--- config.mk ---
export PLATFORM = sky130hd
export DESIGN_NAME = line_window_feeder
export DESIGN_NICKNAME = d
export VERILOG_FILES = /design/src/rtl/line_window_feeder.sv
export SDC_FILE = /design/constraint.sdc
export NUM_CORES = 1
export LEC_CHECK = 0
export ABC_AREA = 0
export CORE_AREA = 2 2 267 269
export CTS_CLUSTER_DIAMETER = 150
export DETAILED_ROUTE_END_ITERATION = 6
export DIE_AREA = 0 0 269 271
export DONT_BUFFER_PORTS = 1
export PLACE_DENSITY = 0.68
export SYNTH_ARGS = -nofsm -noshare
export SYNTH_HDL_FRONTEND = slang
export SYNTH_SLANG_ARGS = --single-unit
--- constraint.sdc ---
create_clock -name clk -period 14.56 [get_ports clk]
set_input_delay 2.912 -clock clk [delete_from_list [all_inputs] [get_ports clk]]
set_output_delay 2.912 -clock clk [all_outputs]
set_load 0.02 [all_outputs]
--- src/rtl/line_window_feeder.sv ---
// Buffers one reference block (NUM_LINES+2 rows) plus its original block (NUM_LINES rows)
// and streams one three-row line window per beat. Define LINE_WINDOW_FEEDER_OVERLAP_EN for ping-pong load/stream.
module line_window_feeder #(
   parameter int NUM_LINES = 6
) (
   input  logic        clk,
   input  logic        rst,
   input  logic        in_valid,
   output logic        in_ready,
   input  logic [63:0] in_data,
   output logic        out_valid,
   input  logic        out_ready,
   output logic [63:0] cur_upper_pix,
   output logic [63:0] cur_middle_pix,
   output logic [63:0] cur_lower_pix,
   output logic [47:0] org_pix,
   output logic        out_first,
   output logic        out_last,
   output logic        busy
);

   localparam int REF_ROWS = NUM_LINES + 2;
   localparam int REF_AW   = $clog2(REF_ROWS);
   localparam int ORG_AW   = (NUM_LINES > 1) ? $clog2(NUM_LINES) : 1;
   localparam logic [3:0] REF_LAST  = 4'(NUM_LINES + 1);
   localparam logic [3:0] LINE_LAST = 4'(NUM_LINES - 1);

   logic [3:0]  beat_cnt, beat_cnt_nxt;
   logic [3:0]  line_cnt, line_cnt_nxt;
   logic [3:0]  mid_idx, low_idx;
   logic        accept, handshake;
   logic [63:0] rd_upper, rd_middle, rd_lower;
   logic [47:0] rd_org;

   assign mid_idx   = line_cnt + 4'd1;
   assign low_idx   = line_cnt + 4'd2;
   assign accept    = in_valid && in_ready;
   assign handshake = out_valid && out_ready;

`ifdef LINE_WINDOW_FEEDER_OVERLAP_EN
   typedef enum logic [1:0] {LOAD_REF, LOAD_ORG, LOAD_FULL} load_state_t;

   load_state_t load_state, load_state_nxt;
   logic        streaming, streaming_nxt;
   logic        wr_bank, wr_bank_nxt, rd_bank;
   logic        load_done, last_line;
   logic [63:0] ref_mem [2][REF_ROWS];
   logic [47:0] org_mem [2][NUM_LINES];

   // The stream side always reads the bank the loader is not filling.
   assign rd_bank   = ~wr_bank;
   assign in_ready  = !rst && (load_state != LOAD_FULL);
   assign out_valid = !rst && streaming;
   assign busy      = streaming || (load_state != LOAD_REF) || (beat_cnt != 4'd0);
   assign load_done = accept && (load_state == LOAD_ORG) && (beat_cnt == LINE_LAST);
   assign last_line = handshake && (line_cnt == LINE_LAST);

   always_ff @(posedge clk) begin
      // NOTE: sequential state uses non-blocking assignments so every register samples pre-edge values.
      if (rst) begin
         load_state <= LOAD_REF;
         beat_cnt   <= '0;
         line_cnt   <= '0;
         streaming  <= 1'b0;
         wr_bank    <= 1'b0;
      end else begin
         load_state <= load_state_nxt;
         beat_cnt   <= beat_cnt_nxt;
         line_cnt   <= line_cnt_nxt;
         streaming  <= streaming_nxt;
         wr_bank    <= wr_bank_nxt;
      end
   end

   always_comb begin
      // NOTE: every combinational output is defaulted first so no path can infer a latch.
      load_state_nxt = load_state;
      beat_cnt_nxt   = beat_cnt;
      line_cnt_nxt   = line_cnt;
      streaming_nxt  = streaming;
      wr_bank_nxt    = wr_bank;
      if (accept) begin
         case (load_state)
            LOAD_REF: begin
               if (beat_cnt == REF_LAST) begin
                  beat_cnt_nxt   = '0;
                  load_state_nxt = LOAD_ORG;
               end else begin
                  beat_cnt_nxt = beat_cnt + 4'd1;
               end
            end
            LOAD_ORG: begin
               if (beat_cnt == LINE_LAST) begin
                  beat_cnt_nxt   = '0;
                  load_state_nxt = LOAD_FULL;
               end else begin
                  beat_cnt_nxt = beat_cnt + 4'd1;
               end
            end
            default: ;
         endcase
      end
      if (handshake) line_cnt_nxt = last_line ? 4'd0 : line_cnt + 4'd1;
      // A complete bank is handed to the stream side as soon as the stream side is free.
      if ((!streaming || last_line) && (load_done || load_state == LOAD_FULL)) begin
         streaming_nxt  = 1'b1;
         wr_bank_nxt    = ~wr_bank;
         load_state_nxt = LOAD_REF;
      end else if (last_line) begin
         streaming_nxt = 1'b0;
      end
   end

   // NOTE: row storage is deliberately not reset; a bank is always fully written before it is read.
   always_ff @(posedge clk) begin
      if (accept) begin
         if (load_state == LOAD_REF) ref_mem[wr_bank][REF_AW'(beat_cnt)] <= in_data;
         else                        org_mem[wr_bank][ORG_AW'(beat_cnt)] <= in_data[55:8];
      end
   end

   assign rd_upper  = ref_mem[rd_bank][REF_AW'(line_cnt)];
   assign rd_middle = ref_mem[rd_bank][REF_AW'(mid_idx)];
   assign rd_lower  = ref_mem[rd_bank][REF_AW'(low_idx)];
   assign rd_org    = org_mem[rd_bank][ORG_AW'(line_cnt)];
`else
   typedef enum logic [1:0] {LOAD_REF, LOAD_ORG, STREAM} state_t;

   state_t      state, state_nxt;
   logic [63:0] ref_mem [REF_ROWS];
   logic [47:0] org_mem [NUM_LINES];

   assign in_ready  = !rst && (state != STREAM);
   assign out_valid = !rst && (state == STREAM);
   assign busy      = !((state == LOAD_REF) && (beat_cnt == 4'd0));

   always_ff @(posedge clk) begin
      if (rst) begin
         state    <= LOAD_REF;
         beat_cnt <= '0;
         line_cnt <= '0;
      end else begin
         state    <= state_nxt;
         beat_cnt <= beat_cnt_nxt;
         line_cnt <= line_cnt_nxt;
      end
   end

   always_comb begin
      state_nxt    = state;
      beat_cnt_nxt = beat_cnt;
      line_cnt_nxt = line_cnt;
      case (state)
         LOAD_REF: begin
            if (accept) begin
               if (beat_cnt == REF_LAST) begin
                  beat_cnt_nxt = '0;
                  state_nxt    = LOAD_ORG;
               end else begin
                  beat_cnt_nxt = beat_cnt + 4'd1;
               end
            end
         end
         LOAD_ORG: begin
            if (accept) begin
               if (beat_cnt == LINE_LAST) begin
                  beat_cnt_nxt = '0;
                  line_cnt_nxt = '0;
                  state_nxt    = STREAM;
               end else begin
                  beat_cnt_nxt = beat_cnt + 4'd1;
               end
            end
         end
         STREAM: begin
            if (handshake) begin
               if (line_cnt == LINE_LAST) begin
                  line_cnt_nxt = '0;
                  state_nxt    = LOAD_REF;
               end else begin
                  line_cnt_nxt = line_cnt + 4'd1;
               end
            end
         end
         default: state_nxt = LOAD_REF;
      endcase
   end

   always_ff @(posedge clk) begin
      if (accept) begin
         if (state == LOAD_REF) ref_mem[REF_AW'(beat_cnt)] <= in_data;
         else                   org_mem[ORG_AW'(beat_cnt)] <= in_data[55:8];
      end
   end

   assign rd_upper  = ref_mem[REF_AW'(line_cnt)];
   assign rd_middle = ref_mem[REF_AW'(mid_idx)];
   assign rd_lower  = ref_mem[REF_AW'(low_idx)];
   assign rd_org    = org_mem[ORG_AW'(line_cnt)];
`endif

   // Window outputs read as zero whenever no line is being offered.
   assign cur_upper_pix  = out_valid ? rd_upper  : '0;
   assign cur_middle_pix = out_valid ? rd_middle : '0;
   assign cur_lower_pix  = out_valid ? rd_lower  : '0;
   assign org_pix        = out_valid ? rd_org    : '0;
   assign out_first      = out_valid && (line_cnt == 4'd0);
   assign out_last       = out_valid && (line_cnt == LINE_LAST);

endmodule

Yosys cells after proc, flatten, opt, wreduce, memory -nomap -nowiden
Memories as Yosys holds them, arrays and structs flattened. A register that Yosys moved wholly into a read port is not among the register bits.
Cells that the tools add are included.
Word-level totals
  register bits: 10
  memories: 2
  bits in writable memories: 800
  bits of input ports: 68
Memory list
  ref_mem: words 8, width 64, read ports 3, clocked after memory_dff 1, wr ports 1, RTL line 130  | logic [63:0] ref_mem [REF_ROWS];
  org_mem: words 6, width 48, read ports 1, clocked after memory_dff 1, wr ports 1, RTL line 131  | logic [47:0] org_mem [NUM_LINES];
Cells by class
  reductions and logical operators: 17
  add/subtract/negate cells: 3
  multiplexer cells: 31
  equal/unequal tests: 12
Operators by type and width (number)
  64-bit 2-to-1 mux: 3
  48-bit 2-to-1 mux: 1
  4-bit 2-to-1 mux: 8
  4-bit case mux with 2 select lines: 2
  4-bit by 3-bit equality test with 1-bit output (second input constant): 3
  2-bit 2-to-1 mux: 6
  3-bit 2-to-1 mux: 4
  2-bit inequality test (second input constant): 5
  4-bit by 1-bit adder with 4-bit output (second input constant): 2
  4-bit zero test: 2
  1-bit logical AND: 7
  1-bit 2-to-1 mux: 6
  2-bit case mux with 3 select lines: 1
  6-bit AND reduction: 1
  2-bit by 1-bit inequality test with 1-bit output (second input constant): 2
  4-bit AND reduction: 1
  2-bit nonzero test: 2
  3-bit by 2-bit adder with 3-bit output (second input constant): 1
  3-bit AND reduction: 1
  2-bit by 1-bit equality test with 1-bit output (second input constant): 1
  2-bit equality test (second input constant): 1
  1-bit zero test: 2
  2-bit zero test: 1

Longest topological paths before layout
Gate-level depths: netlist of run 1.
  depth in word-level cells: 7
  gate-level depth with buffers: 9

Worst setup path after synthesis of run 1
Ideal clock, no wire load.
  path type: input -> register
  start: input rst
  end: memory ref_mem[0][0], enable pin
  setup slack: 6.125 ns
  arrival: 7.871 ns
  stages on the path: 3
  data required time: 13.996 ns
  cell sequence: nand2b_1 or4_1 nor3_1
Between the ends
  cells in the longest elaborated chain, start to end: 5
Ends and longest elaborated chain
  start, declared: RTL line 7  | input logic rst,
  1-bit zero test: RTL line 133  | assign in_ready = !rst && (state != STREAM);
  1-bit logical AND: RTL line 133
  1-bit logical AND: RTL line 37  | assign accept = in_valid && in_ready;
  1-bit 2-to-1 mux: RTL line 190  | if (accept) begin
  1-bit 2-to-1 mux (not written as such): RTL line 191  | if (state == LOAD_REF) ref_mem[REF_AW'(beat_cnt)] <= in_data;
  end, declared: RTL line 130
Every way passes these cells.

Final worst setup path of run 1
  start: input rst
  end: output cur_lower_pix[8]
Between the ends
  cells in the longest elaborated chain, start to end: 3
Ends and longest elaborated chain
  1-bit zero test: RTL line 134  | assign out_valid = !rst && (state == STREAM);
  1-bit logical AND: RTL line 134
  net out_valid: RTL line 11  | output logic out_valid,
  64-bit 2-to-1 mux: RTL line 205  | assign cur_lower_pix = out_valid ? rd_lower : '0;
  end, declared: RTL line 15  | output logic [63:0] cur_lower_pix,
The timed path passes the listed nets, and every way through them passes these cells.

==> results of run 1 <==
## layer usage
metal,share of wire,track usage
met2,0.50,0.427
met4,0.020,0.0693
met5,0,0
met3,0.093,0.0651
met1,0.39,0.370
## logic make-up (layout without fill, tap and decap cells)
logic type | Yosys count | after routing | share of synthesized area
and+or+nand+nor | 109 | 109 | 0.0143
adders and majority gates | 8 | 8 | 0.00262
muxes | 481 | 481 | 0.267
xor gates and xnor gates | 1 | 1 | 0.000229
buffers and inverters | 168 | 197 | 0.0238
DFF | 813 | 813 | 0.635
AOI/OAI and AO/OA | 263 | 263 | 0.0572
## power groups by stage
stage | Clock [mW] | Combinational, mW | Sequential [mW]
after floorplan | 0 | 0.0334 | 2.65
after global placement | 0 | 0.0502 | 2.65
after detailed placement | 0 | 0.0497 | 2.65
after CTS | 2.09 | 0.0498 | 2.60
after global routing | 2.18 | 0.0518 | 2.61
final | 2.05 | 0.0496 | 2.61
## how the worst max path moves through the flow
stage                     start                       to  slack, ns  cells after the start
after floorplan             rst  ref_mem[0][0]$_DFFE_PP_       6.12                      3
after global placement      rst         cur_upper_pix[1]       6.14                      5
after detailed placement    rst        cur_lower_pix[10]       6.06                      5
after CTS                   rst        cur_lower_pix[10]       6.06                      5
after global routing        rst         cur_lower_pix[3]       5.95                      5
final                       rst         cur_lower_pix[8]       6.03                      5
## synthesized netlist by cell type (2+ instances only)
| cell type | count | area share |
|---|---|---|
| sky130_fd_sc_hd__a221oi_1 | 2 | 0.00046 |
| sky130_fd_sc_hd__a211o_1 | 2 | 0.00046 |
| sky130_fd_sc_hd__dfxtp_1 | 13 | 0.0068 |
| sky130_fd_sc_hd__edfxtp_1 | 800 | 0.63 |
| sky130_fd_sc_hd__nand3_1 | 3 | 0.00039 |
| sky130_fd_sc_hd__nor2_8 | 2 | 0.0010 |
| sky130_fd_sc_hd__buf_1 | 4 | 0.00039 |
| sky130_fd_sc_hd__nand2_1 | 11 | 0.0011 |
| sky130_fd_sc_hd__buf_2 | 61 | 0.0080 |
| sky130_fd_sc_hd__nor2b_1 | 7 | 0.0011 |
| sky130_fd_sc_hd__buf_6 | 12 | 0.0035 |
| sky130_fd_sc_hd__nor3_1 | 7 | 0.00092 |
| sky130_fd_sc_hd__nand4_1 | 2 | 0.00033 |
| sky130_fd_sc_hd__clkbuf_1 | 55 | 0.0054 |
| sky130_fd_sc_hd__nand2b_1 | 4 | 0.00065 |
| sky130_fd_sc_hd__nor2_1 | 60 | 0.0059 |
| sky130_fd_sc_hd__a31o_2 | 2 | 0.00046 |
| sky130_fd_sc_hd__inv_1 | 5 | 0.00049 |
| sky130_fd_sc_hd__mux4_2 | 432 | 0.25 |
| sky130_fd_sc_hd__mux2i_1 | 48 | 0.013 |
| sky130_fd_sc_hd__ha_1 | 8 | 0.0026 |
| sky130_fd_sc_hd__a211oi_1 | 49 | 0.0096 |
| sky130_fd_sc_hd__a22o_1 | 192 | 0.044 |
| sky130_fd_sc_hd__a21oi_1 | 5 | 0.00065 |
| sky130_fd_sc_hd__o21ai_0 | 8 | 0.0010 |
| sky130_fd_sc_hd__buf_4 | 30 | 0.0059 |
| sky130_fd_sc_hd__and2_1 | 2 | 0.00033 |
| sky130_fd_sc_hd__or4_1 | 2 | 0.00039 |
| sky130_fd_sc_hd__and4b_1 | 2 | 0.00052 |
## critical path, cell delays in order
cell and delay, ns:
sky130_fd_sc_hd__or3b_4 0.73, sky130_fd_sc_hd__inv_2 0.40, sky130_fd_sc_hd__and2_2 0.35, sky130_fd_sc_hd__buf_4 0.69, sky130_fd_sc_hd__a22o_1 0.41
## through the flow
step	utilization	cell area (sq um)	instances	setup slack [ns]	hold WS (ns)
3_3_place_gp	0.559	39000	2660	6.14	0.479
5_1_grt	0.596	41600	2812	5.95	0.539
2_1_floorplan	-	38300	1843	6.12	0.453
4_1_cts	0.596	41600	2812	6.06	0.524
3_5_place_dp	0.559	39000	2660	6.06	0.508
6_report	0.596	41600	2812	6.03	0.533
## state kept, by name (all words and copies together), names as in the netlist, named ones only
register and flops:
state 2, ref_mem 512, org_mem 288, line_cnt 4, beat_cnt 4
## layout make-up
type,count,area share
Sequential cell,813,0.584
Multi-Input combinational cell,862,0.317
Clock buffer,108,0.0542
Tap cell,940,0.0283
Clock inverter,44,0.00863
Timing Repair Buffer,39,0.00764
Inverter,6,0.000541
==> results_tabular.tex, run 1 <==
\begin{tabular}{lr}
\hline
Metric & Value \\
\hline
\multicolumn{2}{l}{\textbf{Global routing}} \\
First-pass GRT wire length & 141 mm \\
Number of antenna violations at the first check in global routing & 0 \\
Overall Global Routing Usage & 0.266 \\
Number of global-route vias before repair & 20600 \\
Grt ovf & 0 \\
Pin count of the biggest net entering global routing & 123 \\
\multicolumn{2}{l}{\textbf{Floorplanning}} \\
Area of the core & 69800 sq um \\
Height of the die & 271 um \\
Cell row count & 97 \\
Die Footprint & 72900 sq um \\
Top Ports & 313 \\
Die Wd & 269 um \\
Initial cell density of the core & 0.548 \\
\multicolumn{2}{l}{\textbf{Logic synthesis}} \\
Yosys warning total & 0 \\
Number of unique standard cell types used by synthesis & 42 \\
Number of enable-type register cells in the synthesized netlist & 800 \\
Net Count, Synth & 1919 \\
Post-synthesis register bit count & 813 \\
Average instance area after synthesis & 20.8 sq um \\
Number of standard cells after synthesis & 1843 \\
Area of the mapped netlist & 38300 sq um \\
Proportion of register bits with asynchronous set or reset after synthesis & 0 \\
Commonest register cell after synthesis & sky130\_fd\_sc\_hd\_\_edfxtp\_1 \\
Sequential fraction of the synthesis area & 0.635 \\
\multicolumn{2}{l}{\textbf{Setup path}} \\
WP data arrival & 5.62 ns \\
CP Capture Type & primary output \\
Critical path data required time & 11.65 ns \\
Reg-to-reg endpoint & ref\_mem[6][21]\$\_DFFE\_PP\_ \\
Length in cells of the worst reg-to-reg path & 4 \\
Worst reg-to-reg setup slack & 11.12 ns \\
Critical Path Start Type & input pin \\
Type of the setup path with the least slack & in2out \\
Peak fanout along the critical path & 58 \\
RR Startpoint & beat\_cnt[1]\$\_SDFFE\_PP0P\_ \\
\multicolumn{2}{l}{\textbf{Finish}} \\
Fraction of final layout cells sized beyond drive strength 1 & 0.329 \\
Area Overhead vs Synth & 8.79\% \\
Leading cell type in the layout, fill and taps excluded & sky130\_fd\_sc\_hd\_\_edfxtp\_1 \\
Register cell area after layout & 24300 sq um \\
Final Net Count & 1882 \\
Most used cells in the layout excluding fill and tap cells & sky130\_fd\_sc\_hd\_\_edfxtp\_1, sky130\_fd\_sc\_hd\_\_mux4\_2, sky130\_fd\_sc\_hd\_\_a22o\_1 \\
Area of combinational cells with multiple inputs & 13200 sq um \\
\# diodes & 0 \\
Filler cell count & 4890 \\
\multicolumn{2}{l}{\textbf{Place}} \\
Quantity of I/O buffers inserted on ports & 0 \\
Final weighted congestion in routability-driven placement & 0.824 \\
Post-detail-place hpwl & 55.8 mm \\
\multicolumn{2}{l}{\textbf{Power}} \\
Lkg Pwr & 12.1 nW \\
Clock share of power & 0.436 \\
Internal Power & 3.80 mW \\
Fraction of power spent switching nets & 0.194 \\
Part of the power in combinational logic & 0.011 \\
Worst VDD drop & 0.0983 mV \\
Power dissipated by switching net loads & 912 uW \\
Total power density per cell area & 113 nW/um\^{}2 \\
Part of the power in registers & 0.554 \\
Sum of internal, switching and leakage power & 4.71 mW \\
\multicolumn{2}{l}{\textbf{Worst hold path}} \\
Hold depth & 1 \\
Start point of the worst hold path & line\_cnt[3]\$\_SDFFE\_PP0P\_ \\
Kind of path behind the tightest hold check & reg2reg \\
Worst hold endpoint & line\_cnt[3]\$\_SDFFE\_PP0P\_ \\
\multicolumn{2}{l}{\textbf{Timing}} \\
Transition time of the tightest slew-check pin & 1.29 ns \\
Worst relative slew slack & 0.138 \\
Number of max-slew violations in the final report & 0 \\
Setup violations, final & 0 \\
Post-route minimum period & 8.53 ns \\
Worst clock skew & 0.0196 ns \\
Portion of the clock cycle consumed by the worst path in the final layout & 0.586 \\
Maximum clock rate & 117 MHz \\
Unrepaired setup endpoints after global routing & no \\
Setup total negative slack & 0 ns \\
Count of endpoints failing hold in the final timing report & 0 \\
\multicolumn{2}{l}{\textbf{Flow run}} \\
Count of max-cap constraint violations & 0 \\
\multicolumn{2}{l}{\textbf{Clock network}} \\
CTS clock-pin slew for the worst setup and hold paths & 0.06 ns \\
Count of buffers added by post-CTS timing repair for setup & 0 \\
Root Buffer Master & sky130\_fd\_sc\_hd\_\_clkbuf\_16 \\
H-tree Lvls & 3 \\
Total of cells resized after clock tree synthesis & 0 \\
Source-to-sink clock delay at the later pin of the worst-skew pair & 0.63 ns \\
Number of buffers inserted by hold repair at cts & 0 \\
Clock buffer count from CTS & 84 \\
Clock Sinks & 813 \\
TritonCTS clock tree & built \\
Maximum number of buffers from clock root to sink & 3 \\
\multicolumn{2}{l}{\textbf{Outcome}} \\
Outcome & completed \\
\multicolumn{2}{l}{\textbf{Routing}} \\
Routed length per placed instance & 34.3 um \\
Vias/cell & 7.28 \\
ANT nets after route & 0 \\
Iteration-0 DRC Markers & 2277 \\
Via total after detailed routing & 20500 \\
Total DRC errors in the routed layout & 0 \\
Drt first pass iters & 5 \\
Total wire length after detailed routing & 96.4 mm \\
\hline
\end{tabular}
(Power assumes the default switching activity.)
==> run 2: changes to the inputs <==
--- a/config.mk
+++ b/config.mk
@@ -11,7 +11,7 @@
 export DETAILED_ROUTE_END_ITERATION = 6
 export DIE_AREA = 0 0 269 271
 export DONT_BUFFER_PORTS = 1
-export PLACE_DENSITY = 0.68
+export PLACE_DENSITY = 0.71
 export SYNTH_ARGS = -nofsm -noshare
 export SYNTH_HDL_FRONTEND = slang
 export SYNTH_SLANG_ARGS = --single-unit
==> constraint.sdc (replaced) <==
create_clock -name clk -period 7.21 [get_ports clk]
set_input_delay 1.442 -clock clk [delete_from_list [all_inputs] [get_ports clk]]
set_output_delay 1.442 -clock clk [all_outputs]
set_load 0.02 [all_outputs]
==> results_tabular.tex, run 2 (synthesized netlist as in run 1, its figures left out) <==
\begin{tabular}{lr}
\hline
Metric & Value \\
\hline
\multicolumn{2}{l}{\textbf{Finish}} \\
Leading cell type in the layout, fill and taps excluded & sky130\_fd\_sc\_hd\_\_edfxtp\_1 \\
Registers with the most flip-flops & ref\_mem x512, org\_mem x288 \\
Area of combinational cells with multiple inputs & 13200 sq um (about the same) \\
Register cell area after layout & 24300 sq um (unchanged) \\
Most used cells in the layout excluding fill and tap cells & sky130\_fd\_sc\_hd\_\_edfxtp\_1, sky130\_fd\_sc\_hd\_\_mux4\_2, sky130\_fd\_sc\_hd\_\_a22o\_1 \\
Non-filler instance count after layout & 2805 (-0.25\%) \\
Final design area excluding fillers & 41700 sq um (+0.11\%) \\
Max FFs per register & 512 (unchanged) \\
Largest register by flop count & ref\_mem \\
Final Net Count & 1888 (+0.32\%) \\
Fraction of final layout cells sized beyond drive strength 1 & 0.330 (+0.00141) \\
Area Overhead vs Synth & 8.91\% \\
Filler cell count & 4879 (-0.22\%) \\
\multicolumn{2}{l}{\textbf{Power}} \\
Internal Power & 7.67 mW (+100\%) \\
Sum of internal, switching and leakage power & 9.47 mW (+100\%) \\
Lkg Pwr & 12.1 nW (+0.12\%) \\
Worst VDD drop & 0.199 mV (+100\%) \\
Total power density per cell area & 227 nW/um\^{}2 (+100\%) \\
Part of the power in registers & 0.556 (+0.002) \\
Clock share of power & 0.433 (-0.003) \\
Part of the power in combinational logic & 0.011 (about the same) \\
Power dissipated by switching net loads & 1.79 mW (+97\%) \\
Fraction of power spent switching nets & 0.190 (-0.00421) \\
\multicolumn{2}{l}{\textbf{Clock network}} \\
Number of buffers inserted by hold repair at cts & 0 (unchanged) \\
Count of buffers added by post-CTS timing repair for setup & 0 (unchanged) \\
H-tree Lvls & 3 (unchanged) \\
TritonCTS clock tree & built \\
Root Buffer Master & sky130\_fd\_sc\_hd\_\_clkbuf\_16 \\
Clock Sinks & 813 (unchanged) \\
Source-to-sink clock delay at the later pin of the worst-skew pair & 0.62 ns (about the same) \\
Total of cells resized after clock tree synthesis & 0 (unchanged) \\
Maximum number of buffers from clock root to sink & 3 (unchanged) \\
CTS clock-pin slew for the worst setup and hold paths & 0.06 ns (about the same) \\
Clock buffer count from CTS & 82 (-2.4\%) \\
\multicolumn{2}{l}{\textbf{Place}} \\
Final weighted congestion in routability-driven placement & 0.766 (-7.0\%) \\
Quantity of I/O buffers inserted on ports & 0 (unchanged) \\
Instance count after placement with tap cells included & 2668 (+0.30\%) \\
Post-detailed-placement cell area & 39100 sq um (+0.30\%) \\
Post-detail-place hpwl & 55.9 mm (+0.21\%) \\
\multicolumn{2}{l}{\textbf{Setup path}} \\
Buffering stage count on the worst path with inverters included & 2 (unchanged) \\
WP data arrival & 3.84 ns (-1.78 ns) \\
Dominant delay contributor by cell family on the critical path & buffers and inverters \\
Critical path data required time & 5.77 ns (-5.88 ns) \\
Critical path's slowest cell & sky130\_fd\_sc\_hd\_\_buf\_4 \\
Length in cells of the worst reg-to-reg path & 4 (unchanged) \\
Type of the setup path with the least slack & in2out \\
Critical Path Start Type & input pin \\
RR Startpoint & beat\_cnt[1]\$\_SDFFE\_PP0P\_ \\
Path length in cells of the critical path & 5 (unchanged) \\
Peak per-stage delay on the critical path & 0.70 ns (-0.03 ns) \\
Crit path cell chain & or3b\_4 > inv\_2 > and2\_2 > buf\_4 > a22o\_1 \\
CP Capture Type & primary output \\
Reg-to-reg endpoint & ref\_mem[6][53]\$\_DFFE\_PP\_ \\
Worst reg-to-reg setup slack & 3.95 ns (-7.17 ns) \\
Peak fanout along the critical path & 56 (-3.4\%) \\
\multicolumn{2}{l}{\textbf{Floorplanning}} \\
Cell row count & 97 (unchanged) \\
Die Footprint & 72900 sq um (unchanged) \\
Initial cell density of the core & 0.548 (unchanged) \\
Top Ports & 313 (unchanged) \\
Die Wd & 269 um (unchanged) \\
Area of the core & 69800 sq um (unchanged) \\
Height of the die & 271 um (unchanged) \\
\multicolumn{2}{l}{\textbf{Worst hold path}} \\
Kind of path behind the tightest hold check & reg2reg \\
Hold depth & 1 (unchanged) \\
Worst hold endpoint & line\_cnt[3]\$\_SDFFE\_PP0P\_ \\
Start point of the worst hold path & line\_cnt[3]\$\_SDFFE\_PP0P\_ \\
\multicolumn{2}{l}{\textbf{Timing}} \\
Setup total negative slack & 0 ns (unchanged) \\
Worst relative slew slack & 0.0836 (-0.0544) \\
Maximum clock rate & 189 MHz \\
Count of endpoints failing hold in the final timing report & 0 (unchanged) \\
Worst clock skew & 0.0139 ns (-0.00568 ns) \\
Setup violations, final & 0 (unchanged) \\
Post-route minimum period & 5.28 ns \\
Transition time of the tightest slew-check pin & 1.37 ns (+0.0816 ns) \\
Unrepaired setup endpoints after global routing & no \\
Portion of the clock cycle consumed by the worst path in the final layout & 0.732 \\
Number of max-slew violations in the final report & 0 (unchanged) \\
\multicolumn{2}{l}{\textbf{Global routing}} \\
Number of global-route vias before repair & 20700 (+0.91\%) \\
Number of antenna violations at the first check in global routing & 0 (unchanged) \\
First-pass GRT wire length & 141 mm (about the same) \\
Pin count of the biggest net entering global routing & 117 (-4.9\%) \\
Grt ovf & 0 (unchanged) \\
Overall Global Routing Usage & 0.268 (+0.00167) \\
\multicolumn{2}{l}{\textbf{Outcome}} \\
Outcome & completed \\
\multicolumn{2}{l}{\textbf{Routing}} \\
Vias/cell & 7.35 (+0.87\%) \\
ANT nets after route & 0 (unchanged) \\
Routed length per placed instance & 34.7 um (+1.1\%) \\
Total DRC errors in the routed layout & 0 (unchanged) \\
Total wire length after detailed routing & 97.2 mm (+0.80\%) \\
Iteration-0 DRC Markers & 2631 (+16\%) \\
Drt first pass iters & 5 (unchanged) \\
Via total after detailed routing & 20600 (+0.62\%) \\
\multicolumn{2}{l}{\textbf{Flow run}} \\
Count of max-cap constraint violations & 0 (unchanged) \\
\hline
\end{tabular}
==> run 2: power by group through the flow <==
stage,sequential [mW],combinational (mW),clock [mW]
after global routing,5.26,0.107,4.35
after global placement,5.35,0.103,0
after detailed placement,5.36,0.102,0
after CTS,5.26,0.102,4.16
final,5.26,0.102,4.10
after floorplan,5.36,0.0674,0
==> run 2: through the flow <==
stage	util	setup slack [ns]	hold WS (ns)
6_report	0.597	1.93	0.486
5_1_grt	0.597	1.89	0.529
2_1_floorplan	-	0.245	0.453
3_3_place_gp	0.561	2.07	0.480
3_5_place_dp	0.561	1.98	0.484
4_1_cts	0.597	1.98	0.491
==> run 2: final cells by class <==
type                       instances  area share
antenna                            1   0.0000601
sequential                       813       0.583
tap                              940      0.0282
clock inverter                    33     0.00835
inverter                           6    0.000540
timing repair buffer              47      0.0106
multi-input combinational        862       0.316
clock buffer                     103      0.0527
==> run 2: metal layers <==
metal	global-route usage	part of all wire
met5	0	0
met4	0.0754	0.024
met3	0.0672	0.10
met2	0.432	0.50
met1	0.366	0.37
==> run 2: worst max path at each step <==
stage / startpoint / endpoint / slack (ns)
CTS: rst / cur_upper_pix[8] / 1.98
global route: rst / cur_upper_pix[63] / 1.89
floorplan: rst / ref_mem[0][0]$_DFFE_PP_ / 0.24
global placement: rst / cur_upper_pix[1] / 2.07
detailed placement: rst / cur_upper_pix[63] / 1.98
finish: rst / cur_upper_pix[8] / 1.93
